File: src/rtl/pipe_stage_buf_pkg.sv
// pipe_stage_buf_pkg: shared constants, handshake event type and slot helper for the stage buffer
package pipe_stage_buf_pkg;
  localparam int PSB_DEPTH_MAX = 2;
  localparam logic FLUSH = 1'b1;
  localparam int IFID_PAYLOAD_W = 64;
  localparam int IDEX_PAYLOAD_W = 160;
  localparam int EXMEM_PAYLOAD_W = 108;
  localparam int MEMWB_PAYLOAD_W = 70;
  typedef struct packed {
    logic push;
    logic pop;
  } psb_evt_t;
  // The tail slot lies one past the head when exactly one entry is stored; the plain register only uses slot 0.
  function automatic logic psb_wr_slot(input logic hp, input logic occ_lsb, input logic skid);
    return skid ? (hp ^ occ_lsb) : 1'b0;
  endfunction
endpackage

File: src/rtl/pipe_sat_counter.sv
// pipe_sat_counter: saturating up-counter with synchronous clear taking priority over increment
module pipe_sat_counter #(
  parameter int W = 16
) (
  input  logic         clk,
  input  logic         rst_n,
  input  logic         i_inc,
  input  logic         i_clr,
  output logic [W-1:0] o_cnt
);
  logic [W-1:0] r_cnt;
  always_ff @(posedge clk or negedge rst_n) begin
    if (!rst_n) r_cnt <= '0;
    else if (i_clr) r_cnt <= '0;
    else if (i_inc && r_cnt != '1) r_cnt <= r_cnt + W'(1);
  end
  assign o_cnt = r_cnt;
endmodule

File: src/rtl/pipe_stage_buf.sv
// pipe_stage_buf: valid/allowin pipeline buffer, plain register (DEPTH=1) or 2-entry skid ring (DEPTH=2)
module pipe_stage_buf
  import pipe_stage_buf_pkg::*;
#(
  parameter int DATA_W       = 64,
  parameter int DEPTH        = 1,
  parameter bit CLR_ON_FLUSH = 1'b1,
  parameter int CNT_W        = 16
) (
  input  logic              clk,
  input  logic              rst_n,
  input  logic              flush,
  input  logic              up_valid,
  input  logic [DATA_W-1:0] up_data,
  output logic              allowin,
  output logic              cur_valid,
  output logic [DATA_W-1:0] cur_data,
  input  logic              cur_ready_go,
  output logic              dn_valid,
  input  logic              dn_allowin,
  output logic [1:0]        occupancy,
  output logic [CNT_W-1:0]  stall_cnt
);
  if (DEPTH < 1 || DEPTH > PSB_DEPTH_MAX) begin : g_bad_depth
    $error("pipe_stage_buf: DEPTH must be 1 or 2");
  end
  logic [1:0]        r_occ;
  logic              r_hp;
  logic [DATA_W-1:0] r_slot [2];
  psb_evt_t          w_evt;
  logic              w_flush;
  logic              w_widx;
  logic [1:0]        w_occ_nxt;
  // In skid mode allowin comes only from occupancy, breaking the combinational path from downstream.
  always_comb begin
    w_flush = (flush == FLUSH);
    cur_valid = (r_occ != 2'd0);
    cur_data = r_slot[r_hp];
    dn_valid = cur_valid & cur_ready_go;
    allowin = (DEPTH == 1) ? (!cur_valid | (cur_ready_go & dn_allowin)) : (r_occ != 2'd2);
    w_evt.push = up_valid & allowin;
    w_evt.pop = dn_valid & dn_allowin;
    w_widx = psb_wr_slot(r_hp, r_occ[0], DEPTH == 2);
    w_occ_nxt = r_occ + {1'b0, w_evt.push} - {1'b0, w_evt.pop};
  end
  always_ff @(posedge clk or negedge rst_n) begin
    if (!rst_n) begin
      r_occ <= 2'd0;
      r_hp <= 1'b0;
      r_slot[0] <= '0;
      r_slot[1] <= '0;
    end else if (w_flush) begin
      r_occ <= 2'd0;
      r_hp <= 1'b0;
      if (CLR_ON_FLUSH) begin
        r_slot[0] <= '0;
        r_slot[1] <= '0;
      end
    end else begin
      r_occ <= w_occ_nxt;
      if (DEPTH == 2 && w_evt.pop) r_hp <= ~r_hp;
      if (w_evt.push) r_slot[w_widx] <= up_data;
    end
  end
  assign occupancy = r_occ;
  pipe_sat_counter #(.W(CNT_W)) u_stall (
    .clk   (clk),
    .rst_n (rst_n),
    .i_inc (cur_valid & !w_evt.pop),
    .i_clr (w_evt.pop | w_flush | !cur_valid),
    .o_cnt (stall_cnt)
  );
endmodule

File: config.mk
export PLATFORM = sky130hd
export DESIGN_NAME = pipe_stage_buf
export DESIGN_NICKNAME = d
export VERILOG_FILES = /design/src/rtl/pipe_stage_buf_pkg.sv /design/src/rtl/pipe_sat_counter.sv /design/src/rtl/pipe_stage_buf.sv
export SDC_FILE = /design/constraint.sdc
export NUM_CORES = 1
export LEC_CHECK = 0
export ABC_CLOCK_PERIOD_IN_PS = 5000
export CELL_PAD_IN_SITES_DETAIL_PLACEMENT = 0
export CELL_PAD_IN_SITES_GLOBAL_PLACEMENT = 2
export CORE_MARGIN = 8
export CORE_UTILIZATION = 27
export CTS_CLUSTER_SIZE = 10
export DETAILED_ROUTE_END_ITERATION = 10
export PLACE_DENSITY_LB_ADDON = 0.1
export SYNTH_ARGS = -nofsm -noshare
export SYNTH_HDL_FRONTEND = slang
export SYNTH_HIERARCHICAL = 1
export SYNTH_SLANG_ARGS = --single-unit
File: constraint.sdc
create_clock -name clk -period 5 [get_ports clk]
set_clock_uncertainty 0.15 [all_clocks]
set_input_delay 0.5 -clock clk [delete_from_list [all_inputs] [get_ports clk]]
set_output_delay 0.5 -clock clk [all_outputs]
set_load 0.03 [all_outputs]
Yosys cells after proc, flatten, opt, wreduce, memory -nomap -nowiden
Index checks and enable logic that the tools add are counted.
{ "word_totals": {"ff_bits": 82, "latchBits": 0, "mem_bits_rw": 0, "romBits": 0, "inputBits": 70, "elab_cells": 26, "mem_count": 0} }
{ "op_classes": {"n_addsub": 3, "mul": 0, "div": 0, "order_cmp": 0, "n_eq_ne": 1, "shifts": 0, "muxes": 5, "n_bitwise": 8, "n_reduce_logical": 6} }
{ "op_table": {"columns": ["operator", "count"], "rows": [
  ["$mux 128", 2],
  ["$mux 16", 2],
  ["$add 16x1->16 const B", 1],
  ["$ne 16x16->1 const B", 1],
  ["$reduce_bool 2->1", 3],
  ["$and 1x1->1", 5],
  ["$or 1x1->1", 3],
  ["$add 2x1->2", 1],
  ["$logic_not 1->1", 2],
  ["$mux 2", 1],
  ["$sub 2x1->2", 1],
  ["$logic_and 1x1->1", 1]
]} }

Longest topological paths before layout
Gate-level depths: netlist (run 1).
{ "logic_depth": {"ltp_word": 8, "depth_mapped": 8} }

Hierarchy
Netlist (run 1), hierarchy kept.
{ "by_module_without_submodules": {"columns": ["mod", "n_inst", "cells_per_inst", "area_each_um2"], "rows": [
  ["pipe_stage_buf", 1, 159, 2419.8],
  ["pipe_sat_counter", 1, 98, 942.2]
]} }

Worst setup path before layout (run 1)
No wires, ideal clock.
{ "synth_path": {"path_kind": "register -> register", "start": "register u_stall.r_cnt[0] (netlist: u_stall/o_cnt[0])", "end": "register u_stall.r_cnt[15] (netlist: u_stall/o_cnt[15])", "t_arrival_ps": 1834, "path_slack_ps": 2889, "path_stages_with_launch": 6, "path_cell_list": "dfrtp_1 ha_1 nand4_2 nor4_4 nor4_1 mux2_1"} }
{ "synth_via": {"elab_chain_len": 3, "elab_cells_between_ends": 6, "cone_classes": "add/sub (1); eq/ne (1); mux (2); reduce/logical (2)"} }
{ "synth_rtl": {"columns": ["element", "line", "rtl"], "rows": [
  ["start: declaration", "pipe_sat_counter.sv:11", "logic [W-1:0] r_cnt;"],
  ["start signal: assignment", "pipe_sat_counter.sv:15", "else if (i_inc && r_cnt != '1) r_cnt <= r_cnt + W'(1);"],
  ["$add 16x1->16 / $ne 16x16->1 (equally long branches)", "pipe_sat_counter.sv:15", null],
  ["$mux 16 / $logic_and 1x1->1 (equally long branches)", "pipe_sat_counter.sv:15", null],
  ["$mux 16 / $reduce_bool 2->1 (equally long branches)", null, null]
]} }
Several ways; a longest one is shown, not always the timed one. The select of a mux whose other input is x is not followed.
A chain may end at the register's enable or synchronous reset.

Worst setup path after layout (run 1)
{ "layout_path": {"start": "input cur_ready_go", "end": "output allowin"} }
{ "layout_via": {"elab_chain_len": 2} }
{ "layout_rtl": {"columns": ["element", "line", "rtl"], "rows": [
  ["start: declaration", "pipe_stage_buf.sv:18", "input logic cur_ready_go,"],
  ["$and 1x1->1", "pipe_stage_buf.sv:40", "allowin = (DEPTH == 1) ? (!cur_valid | (cur_ready_go & dn_allowin)) : (r_occ != 2'd2);"],
  ["$or 1x1->1", "pipe_stage_buf.sv:40", null],
  ["end: declaration", "pipe_stage_buf.sv:15", "output logic allowin,"]
]} }
No other way between the ends.

==> results.py, run 1 <==
metrics = {
    "die": {
        "start_util_pct": 27.9,
        "core_mm2": 0.0121,
        "row_count": 40,
        "fp.dieH_um": 128,
        "io-pin-count": 155,
        "die_area_mm2": 0.0163,
        "die_w_um": 128,
    },
    "timing": {
        "worst_pin_slew_ps": 1050,
        "finalSetupTns_ps": 0,
        "whs_ps": 187,
        "hold_viol": 0,
        "rsz0062_at_grt": "no",
        "period_minus_slack_ps": 2750,
        "worst_slack_ps": 2250,
        "relSlewSlack_pct": 30.1,
        "final.period_utilization_pct": 55.0,
        "drv_slew": 0,
        "setup_viol": 0,
        "clock.fmax_mhz": 364,
    },
    "power_and_ir_drop": {
        "internal_power_mw": 1.51,
        "power.density_mw_per_mm2": 430,
        "p_seq_share_pct": 35.7,
        "switching_power_mw": 0.779,
        "comb_power_share_pct": 33.7,
        "clockPowerShare_pct": 30.6,
        "total_power_mw": 2.29,
        "switching_share_pct": 34.0,
        "p_leak_nw": 2.25,
        "ir_drop_mv": 0.152,
    },
    "critical_path": {
        "path_max_fanout": 7,
        "cp_top_family": "buffers and inverters",
        "cp-start-kind": "input port",
        "rrSetupSlack_ps": 2500,
        "cp_cell_sequence": "clkdlybuf4s50_1, a2bb2oi_2, inv_1, clkdlybuf4s50_1",
        "crit_type": "in -> out",
        "crit-reg2reg-launch": "u_stall/o_cnt[0]",
        "cpPeakStageDelay_ps": 660,
        "r2r_end": "u_stall/o_cnt[15]",
        "critPathSlowestCell": "clkdlybuf4s50_1",
        "endpoint_kind": "primary output",
        "cp_data_required_time_ps": 4350,
        "crit_buf_inv": 3,
        "arrival_ps": 2100,
        "worstRegToRegCells": 5,
        "critPathMostFrequentCell": "clkdlybuf4s50_1",
    },
    "cells_and_area": {
        "n_antenna_cell": 0,
        "nets": 479,
        "synthToLayoutAreaGrowth_pct": 58.6,
        "drive_gt1_share_pct": 7.33,
    },
    "synthesis": {
        "ys_warn_count": 6,
        "syn_inst": 257,
        "yosysUniqueCellTypes": 39,
        "synth_edf_count": 0,
        "synth_area_per_cell_um2": 13.1,
        "synth_ff_type": "dfrtp_1",
        "syn-num-nets": 330,
        "ys_seq_area_share_pct": 61.0,
        "ys_ff_latch": 82,
        "netlist_area_mm2": 0.00336,
        "async_reset_ff_share_pct": 100,
    },
    "detailed_routing": {
        "via_per_inst": 4.75,
        "wire_per_inst_um": 18.9,
        "via_count": 2740,
        "drt_pre_antenna_iters": 4,
        "ant_nets": 0,
        "initialDrtViolationCount": 150,
        "drcViolationCount": 0,
        "wl_um": 10900,
    },
    "clock_tree": {
        "cts_sinks": 82,
        "cts.hold.buffers_added": 0,
        "cts_tree": "yes",
        "clk-insertion-delay-late_ps": 340,
        "cts_buffers": 9,
        "clockRootBuffer": "clkbuf_16",
        "clkSlewWorstSetupHoldPaths_ps": 60,
        "cts_buffer_depth": 2,
        "h-tree-depth": 3,
        "cts_resized": 0,
        "postCtsSetupBuffers": 0,
    },
    "global_route": {
        "antenna_found_initial": 0,
        "grt_use_total_pct": 13.3,
        "overflow": 0,
        "grt_pass1_wl_um": 16800,
        "first_global_vias": 2863,
        "grt_max_degree": 83,
    },
    "placement": {
        "place.gp.congestion": 0.673,
        "hpwl_um": 7530,
        "port_buffers": 154,
        "dp_slack_ps": 1970,
    },
    "job": {
        "drv_cap": 0,
    },
    "min_path": {
        "hp-class": "in -> async",
    },
    "outcome": {
        "status": "complete, no violations",
    },
}
## synth_stat cells, drive strengths merged (4+ instances only)
| library cell | instances | area [µm²] |
|---|---|---|
| dfrtp | 82 | 2050 |
| a22o | 64 | 561 |
| buf | 14 | 91.3 |
| a21oi | 12 | 71.3 |
| nand2 | 7 | 26.3 |
| nand4 | 7 | 50.1 |
| o31ai | 7 | 52.6 |
| or4 | 7 | 55.1 |
| inv | 5 | 18.8 |
| nor2 | 5 | 18.8 |
| nor2b | 5 | 31.3 |
| nor4 | 5 | 46.3 |
| clkbuf | 4 | 15.0 |
| mux2 | 4 | 45.0 |
| o21ai | 4 | 20.0 |
## state kept, by name, indices dropped and copies added, names as in the netlist
| name | cells |
|---|---|
| u_stall/o_cnt | 16 |
| occupancy | 2 |
| r_slot | 64 |
## worst max path at each step
stage / to / cells after the start / from
2_1_floorplan: u_stall/o_cnt[15] / 5 / u_stall/o_cnt[0]
3_3_place_gp: r_slot[88] / 6 / cur_ready_go
3_5_place_dp: r_slot[88] / 6 / cur_ready_go
4_1_cts: allowin / 4 / cur_ready_go
5_1_grt: allowin / 4 / cur_ready_go
6_report: allowin / 4 / cur_ready_go
## power by group through the flow
stage	registers [mW]	clock network, mW	logic (mW)
after detailed placement	0.827	0	0.788
after global routing	0.832	0.750	0.825
after CTS	0.820	0.721	0.789
final	0.819	0.700	0.773
after global placement	0.830	0	0.786
after floorplan	1.01	0	0.250
## through the flow
stage,area [µm²],instances,utilization (%)
floorplan,3360,257,-
global placement,5020,563,41.7
detailed placement,5020,563,41.7
CTS,5330,577,44.2
global route,5330,577,44.2
finish,5330,577,44.2
## cells in the final DEF, fill, tap and decap left out, types with 6 or more instances in the layout
| master | netlist | layout |
|---|---|---|
| nand2_1 | 7 | 7 |
| dfrtp_1 | 82 | 82 |
| a21oi_1 | 11 | 11 |
| nand4_1 | 6 | 6 |
| clkdlybuf4s50_1 | 0 | 153 |
| o31ai_1 | 7 | 7 |
| a22o_1 | 64 | 64 |
| clkbuf_16 | 0 | 9 |
## layout make-up
cell class / instances / area, µm²
Fill cell: 1127 / 6730
Sequential cell: 82 / 2050
Timing Repair Buffer: 156 / 1550
Multi-Input combinational cell: 152 / 1190
Clock buffer: 9 / 225
Tap cell: 168 / 210
Clock inverter: 5 / 81.3
Inverter: 5 / 18.8
## worst reg2reg max path: stages, from the launching register on
cell	delay (ps)
dfrtp_1	420
ha_1	260
nand4_2	160
nor4_4	850
nor4_1	170
mux2_1	360
## metal layers
| layer | GRT usage, % | vias up | wire (µm) |
|---|---|---|---|
| met4 | 5.45 | 0 | 176 |
| met2 | 19.4 | 102 | 4790 |
| met5 | 0 | - | 0 |
| li1 | - | 1285 | - |
| met3 | 6.53 | 12 | 1200 |
| met1 | 16.5 | 1341 | 4740 |
## logic make-up (layout without fill, tap and decap cells)
kind of cell | count (synthesis) | after routing | synth area share, %
flip-flops | 82 | 82 | 61.0
AND/OR/NAND/NOR | 53 | 53 | 10.1
XOR/XNOR | 2 | 2 | 0.521
buffers and inverters | 23 | 175 | 3.72
adder cells (fa/ha/maj) | 3 | 3 | 1.12
multiplexers | 4 | 4 | 1.34
AO/OA/AOI/OAI | 90 | 90 | 22.1
Note: power is estimated with default switching activity, not from simulation.
==> inputs of run 2 (changes only) <==
--- a/config.mk
+++ b/config.mk
@@ -5,11 +5,11 @@
 export SDC_FILE = /design/constraint.sdc
 export NUM_CORES = 1
 export LEC_CHECK = 0
-export ABC_CLOCK_PERIOD_IN_PS = 5000
+export ABC_CLOCK_PERIOD_IN_PS = 2800
 export CELL_PAD_IN_SITES_DETAIL_PLACEMENT = 0
 export CELL_PAD_IN_SITES_GLOBAL_PLACEMENT = 2
 export CORE_MARGIN = 8
-export CORE_UTILIZATION = 27
+export CORE_UTILIZATION = 25
 export CTS_CLUSTER_SIZE = 10
 export DETAILED_ROUTE_END_ITERATION = 10
 export PLACE_DENSITY_LB_ADDON = 0.1
==> constraint.sdc (replaced) <==
create_clock -name clk -period 2.8 [get_ports clk]
set_clock_uncertainty 0.15 [all_clocks]
set_input_delay 0.28 -clock clk [delete_from_list [all_inputs] [get_ports clk]]
set_output_delay 0.28 -clock clk [all_outputs]
set_load 0.03 [all_outputs]
==> run 2 against run 1 <==
Net effect:
- sequential power grew 77%
- first-iteration DRC count shrank 33%
- routed wire length grew 1.8%
- clock power grew 70%
- highest routed layer unchanged
- critical path depth shrank 1
- via count grew 2.0%
- critical endpoint is now dn_valid
- critical path type is now reg -> out
==> results.py, run 2 (synthesis results as in run 1) <==
metrics = {
    "clock_tree": {
        "cts_resized": 0,
        "clkSlewWorstSetupHoldPaths_ps": 60,
        "clockRootBuffer": "clkbuf_16",
        "cts_buffer_depth": 2,
        "cts_buffers": 9,
        "cts_sinks": 82,
        "cts_tree": "yes",
        "clk-insertion-delay-late_ps": 340,
        "h-tree-depth": 3,
    },
    "critical_path": {
        "cp-start-kind": "flop",
        "arrival_ps": 1860,
        "path_max_fanout": 4,
        "cp_data_required_time_ps": 2370,
        "endpoint_kind": "primary output",
        "crit_type": "reg -> out",
    },
    "global_route": {
        "grt_max_degree": 65,
        "antenna_found_initial": 0,
        "grt_pass1_wl_um": 17800,
        "grt_use_total_pct": 13.1,
        "overflow": 0,
        "first_global_vias": 2974,
    },
    "timing": {
        "rsz0062_at_grt": "no",
        "clock.fmax_mhz": 437,
        "hold_viol": 0,
        "relSlewSlack_pct": 51.4,
        "drv_slew": 0,
        "period_minus_slack_ps": 2290,
        "finalSetupTns_ps": 0,
        "setup_viol": 0,
        "whs_ps": 345,
        "final.period_utilization_pct": 81.8,
        "worst_pin_slew_ps": 729,
    },
    "power_and_ir_drop": {
        "power.density_mw_per_mm2": 753,
        "comb_power_share_pct": 35.3,
        "p_seq_share_pct": 35.6,
        "total_power_mw": 4.08,
        "switching_share_pct": 33.6,
        "ir_drop_mv": 0.264,
        "internal_power_mw": 2.71,
        "switching_power_mw": 1.37,
        "clockPowerShare_pct": 29.1,
        "p_leak_nw": 2.29,
    },
    "placement": {
        "placed_area_mm2": 0.00510,
        "port_buffers": 154,
        "hpwl_um": 7750,
        "place.gp.congestion": 0.732,
    },
    "die": {
        "row_count": 42,
        "core_mm2": 0.0132,
        "io-pin-count": 155,
        "start_util_pct": 25.5,
        "die_area_mm2": 0.0174,
        "fp.dieH_um": 132,
        "die_w_um": 132,
    },
    "outcome": {
        "status": "complete, no violations",
    },
    "min_path": {
        "hp-class": "reg -> reg",
    },
    "detailed_routing": {
        "via_per_inst": 4.70,
        "wl_um": 11100,
        "via_count": 2796,
        "ant_nets": 0,
        "drt_pre_antenna_iters": 4,
        "initialDrtViolationCount": 101,
        "wire_per_inst_um": 18.7,
        "drcViolationCount": 0,
    },
    "cells_and_area": {
        "stdcell_area_mm2": 0.00542,
        "drive_gt1_share_pct": 8.37,
        "synthToLayoutAreaGrowth_pct": 61.1,
        "largest_reg_flops": 64,
        "final_cell_mix": "clkdlybuf4s50_1 (153), dfrtp_1 (82), a22o_1 (64)",
        "final_common_cell": "clkdlybuf4s50_1",
        "regMostFlops": "r_slot",
        "nets": 486,
        "n_fill_cell": 1283,
    },
    "job": {
        "drv_cap": 0,
    },
}
[run 2: cell types whose count changed in the layout (fill, tap and decap cells not counted), moves of 2 or more]
cell | before | now
buf_12 | 0 | 2
clkbuf_1 | 0 | 3
clkbuf_8 | 0 | 2
buf_4 | 3 | 7
[run 2: power by group through the flow]
stage / Clock, mW / Sequential, mW / Combinational [mW]
after floorplan: 0 / 1.81 / 0.447
after global placement: 0 / 1.47 / 1.46
after detailed placement: 0 / 1.47 / 1.46
after CTS: 1.24 / 1.45 / 1.47
after global routing: 1.29 / 1.47 / 1.54
final: 1.19 / 1.45 / 1.44
[run 2: metrics by stage]
stage | utilization [%] | setup WS, ps | instances
2_1_floorplan | - | 689 | 257
3_5_place_dp | 38.7 | 435 | 577
4_1_cts | 41.0 | 481 | 594
6_report | 41.1 | 509 | 595
3_3_place_gp | 38.7 | 454 | 577
5_1_grt | 41.0 | 453 | 594
[run 2: layout make-up]
cell class	count	area [µm²]	share of cell area, %
diodes	1	2.50	0.0462
clock buffers	14	264	4.87
clock inverters	2	35.0	0.647
inverters	5	18.8	0.347
multi-input cells	152	1190	22.0
flip-flops and latches	82	2050	37.9
repair buffers	163	1630	30.2
well taps	176	220	4.07
[run 2: path summary, 6_finish.rpt]
check / startpoint / endpoint / slack, ps / depth (start not counted)
worst max-delay path: occupancy[1] / dn_valid / 510 / 3
min in group asynchronous: rst_n / r_slot[103] / 370 / 2
worst min-delay path: r_slot[66] / r_slot[66] / 340 / 1
max in group asynchronous: rst_n / r_slot[97] / 1490 / 3
worst min register to register: r_slot[66] / r_slot[66] / 340 / 1
worst max register to register: u_stall/o_cnt[0] / u_stall/o_cnt[9] / 600 / 6
[run 2: layer usage]
layer  wire length (µm)  vias up  global-route usage, %
met5                  0        -                      0
met4                237        0                   6.00
met3                823       14                   3.73
met2               5050      105                   19.0
met1               5000     1367                   17.5
li1                   -     1310                      -
[run 2: critical path: stages, from the launching register on]
cell	delay, ps
dfrtp_1	420
or2_2	350
and2_1	170
clkdlybuf4s50_1	590
[run 2: what timing repair did]
action,CTS,global route
setup buffers,0,0
endpoints found under the hold margin,49,0
hold buffers,1,0
==> inputs of run 3 (changes only) <==
--- a/config.mk
+++ b/config.mk
@@ -5,11 +5,11 @@
 export SDC_FILE = /design/constraint.sdc
 export NUM_CORES = 1
 export LEC_CHECK = 0
-export ABC_CLOCK_PERIOD_IN_PS = 2800
+export ABC_CLOCK_PERIOD_IN_PS = 1900
 export CELL_PAD_IN_SITES_DETAIL_PLACEMENT = 0
 export CELL_PAD_IN_SITES_GLOBAL_PLACEMENT = 2
 export CORE_MARGIN = 8
-export CORE_UTILIZATION = 25
+export CORE_UTILIZATION = 23
 export CTS_CLUSTER_SIZE = 10
 export DETAILED_ROUTE_END_ITERATION = 10
 export PLACE_DENSITY_LB_ADDON = 0.1
==> constraint.sdc (replaced) <==
create_clock -name clk -period 1.9 [get_ports clk]
set_clock_uncertainty 0.15 [all_clocks]
set_input_delay 0.19 -clock clk [delete_from_list [all_inputs] [get_ports clk]]
set_output_delay 0.19 -clock clk [all_outputs]
set_load 0.03 [all_outputs]
==> run 3 against run 2 <==
Net effect:
- the flow now finishes with violations (setup timing)
- global-route usage is 0.67 points lower
- setup slack worse by 510 ps
- largest power group is now combinational logic
- non-clock buffer count is 35 higher
- combinational power is 59% higher
- final cell count is 7.1% higher
- sequential cell count stayed put
- clock-buffer cell count is 3 lower
==> results.py, run 3 (synthesis results as in run 1) <==
metrics = {
    "critical_path": {
        "cp-start-kind": "flop",
        "startpoint": "u_stall/o_cnt[1]",
        "crit_type": "reg -> reg",
        "r2r_end": "u_stall/o_cnt[3]",
        "arrival_ps": 2010,
        "endpoint_kind": "flop",
        "crit-reg2reg-launch": "u_stall/o_cnt[1]",
        "path_max_fanout": 5,
        "worstRegToRegCells": 6,
        "rrSetupSlack_ps": -4,
        "cp_data_required_time_ps": 2000,
    },
    "global_route": {
        "overflow": 0,
        "grt_pass1_wl_um": 17800,
        "first_global_vias": 3248,
        "grt_max_degree": 39,
        "antenna_found_initial": 0,
        "grt_use_total_pct": 12.4,
    },
    "cells_and_area": {
        "regMostFlops": "r_slot",
        "final_common_cell": "clkdlybuf4s50_1",
        "nets": 521,
        "largest_reg_flops": 64,
        "utilization_pct": 40.4,
        "synthToLayoutAreaGrowth_pct": 73.4,
        "n_antenna_cell": 0,
        "final_cell_mix": "clkdlybuf4s50_1 (142), dfrtp_1 (70), a22o_1 (64)",
        "drive_gt1_share_pct": 21.0,
    },
    "timing": {
        "drv_slew": 0,
        "relSlewSlack_pct": 70.2,
        "period_minus_slack_ps": 1900,
        "final.period_utilization_pct": 100,
        "clock.fmax_mhz": 525,
        "setup_viol": 1,
        "worst_slack_ps": -3.95,
        "whs_ps": 198,
        "rsz0062_at_grt": "yes",
        "hold_viol": 0,
        "worst_pin_slew_ps": 448,
    },
    "detailed_routing": {
        "drcViolationCount": 0,
        "top_layer_used": "met4",
        "met3_length_um": 1090,
        "initialDrtViolationCount": 102,
        "wire_per_inst_um": 18.1,
        "wl_met1_um": 4860,
        "via_count": 2915,
        "drt_pre_antenna_iters": 4,
        "via_per_inst": 4.58,
        "wl_met2_um": 5440,
        "wl_um": 11500,
        "ant_nets": 0,
    },
    "min_path": {
        "hp-class": "in -> async",
    },
    "clock_tree": {
        "cts_buffer_depth": 2,
        "cts_buffers": 9,
        "cts_sinks": 82,
        "h-tree-depth": 3,
        "cts_tree": "yes",
        "clockRootBuffer": "clkbuf_16",
        "clk-insertion-delay-late_ps": 330,
        "clkSlewWorstSetupHoldPaths_ps": 60,
    },
    "die": {
        "start_util_pct": 23.3,
        "die_w_um": 137,
        "fp.dieH_um": 137,
        "core_mm2": 0.0144,
        "row_count": 44,
        "io-pin-count": 155,
        "die_area_mm2": 0.0187,
    },
    "placement": {
        "port_buffers": 154,
        "place.gp.congestion": 0.716,
        "hpwl_um": 8590,
        "dp_slack_ps": -261,
    },
    "power_and_ir_drop": {
        "power.density_mw_per_mm2": 1080,
        "p_leak_nw": 2.58,
        "ir_drop_mv": 0.448,
    },
    "outcome": {
        "status": "complete, but fails checks",
        "violations": "setup timing",
    },
    "job": {
        "drv_cap": 0,
    },
}
-- run 3: how the worst max path moves through the flow --
stage / end / slack [ps] / depth (start not counted)
after floorplan: u_stall/o_cnt[3] / 0.1 / 5
after global placement: u_stall/o_cnt[3] / -250 / 5
after detailed placement: u_stall/o_cnt[3] / -260 / 5
after CTS: u_stall/o_cnt[3] / -30 / 6
after global routing: u_stall/o_cnt[9] / -90 / 4
final: u_stall/o_cnt[3] / -4 / 6
-- run 3: final cells by class --
cell class,instances,area [µm²]
inverter,5,18.8
fill,1439,8590
clock inverter,5,78.8
sequential,82,2070
multi-input combinational,152,1270
timing repair buffer,198,1930
tap,184,230
clock buffer,11,233
-- run 3: stage by stage --
step                area, µm²  power, mW  std cells  TNS, ps
floorplan                3420       3.39        257        0
global placement         5430       4.50        618   -11270
detailed placement       5430       4.51        618   -13040
CTS                      5750       6.41        636    -41.3
global route             5830       6.61        637     -370
finish                   5830       6.29        637    -3.95
-- run 3: power by group --
part	leakage, nW	switching (mW)	internal (mW)
logic	1.33	1.25	1.04
registers	1.09	0.162	2.00
clock network	0.153	0.688	1.15
-- run 3: critical path: stages (launching register included) --
cell and delay [ps]:
dfrtp_2 430, ha_4 180, nand4_2 110, nor4_4 60
buf_4 160, or4_2 600, a21oi_1 140
-- run 3: layer usage --
layer / vias up / GRT usage (%)
met1: 1441 / 14.6
met5: - / 0
met2: 88 / 19.3
met4: 0 / 4.89
met3: 10 / 5.54
li1: 1376 / -
-- run 3: what timing repair did --
action | in CTS | in global routing
gates resized for setup | 4 | 16
endpoints found under the hold margin | 28 | 0
pin swaps | 2 | 6
setup buffers | 2 | 1
setup endpoints to repair | 9 | 21
hold buffers | 1 | 0
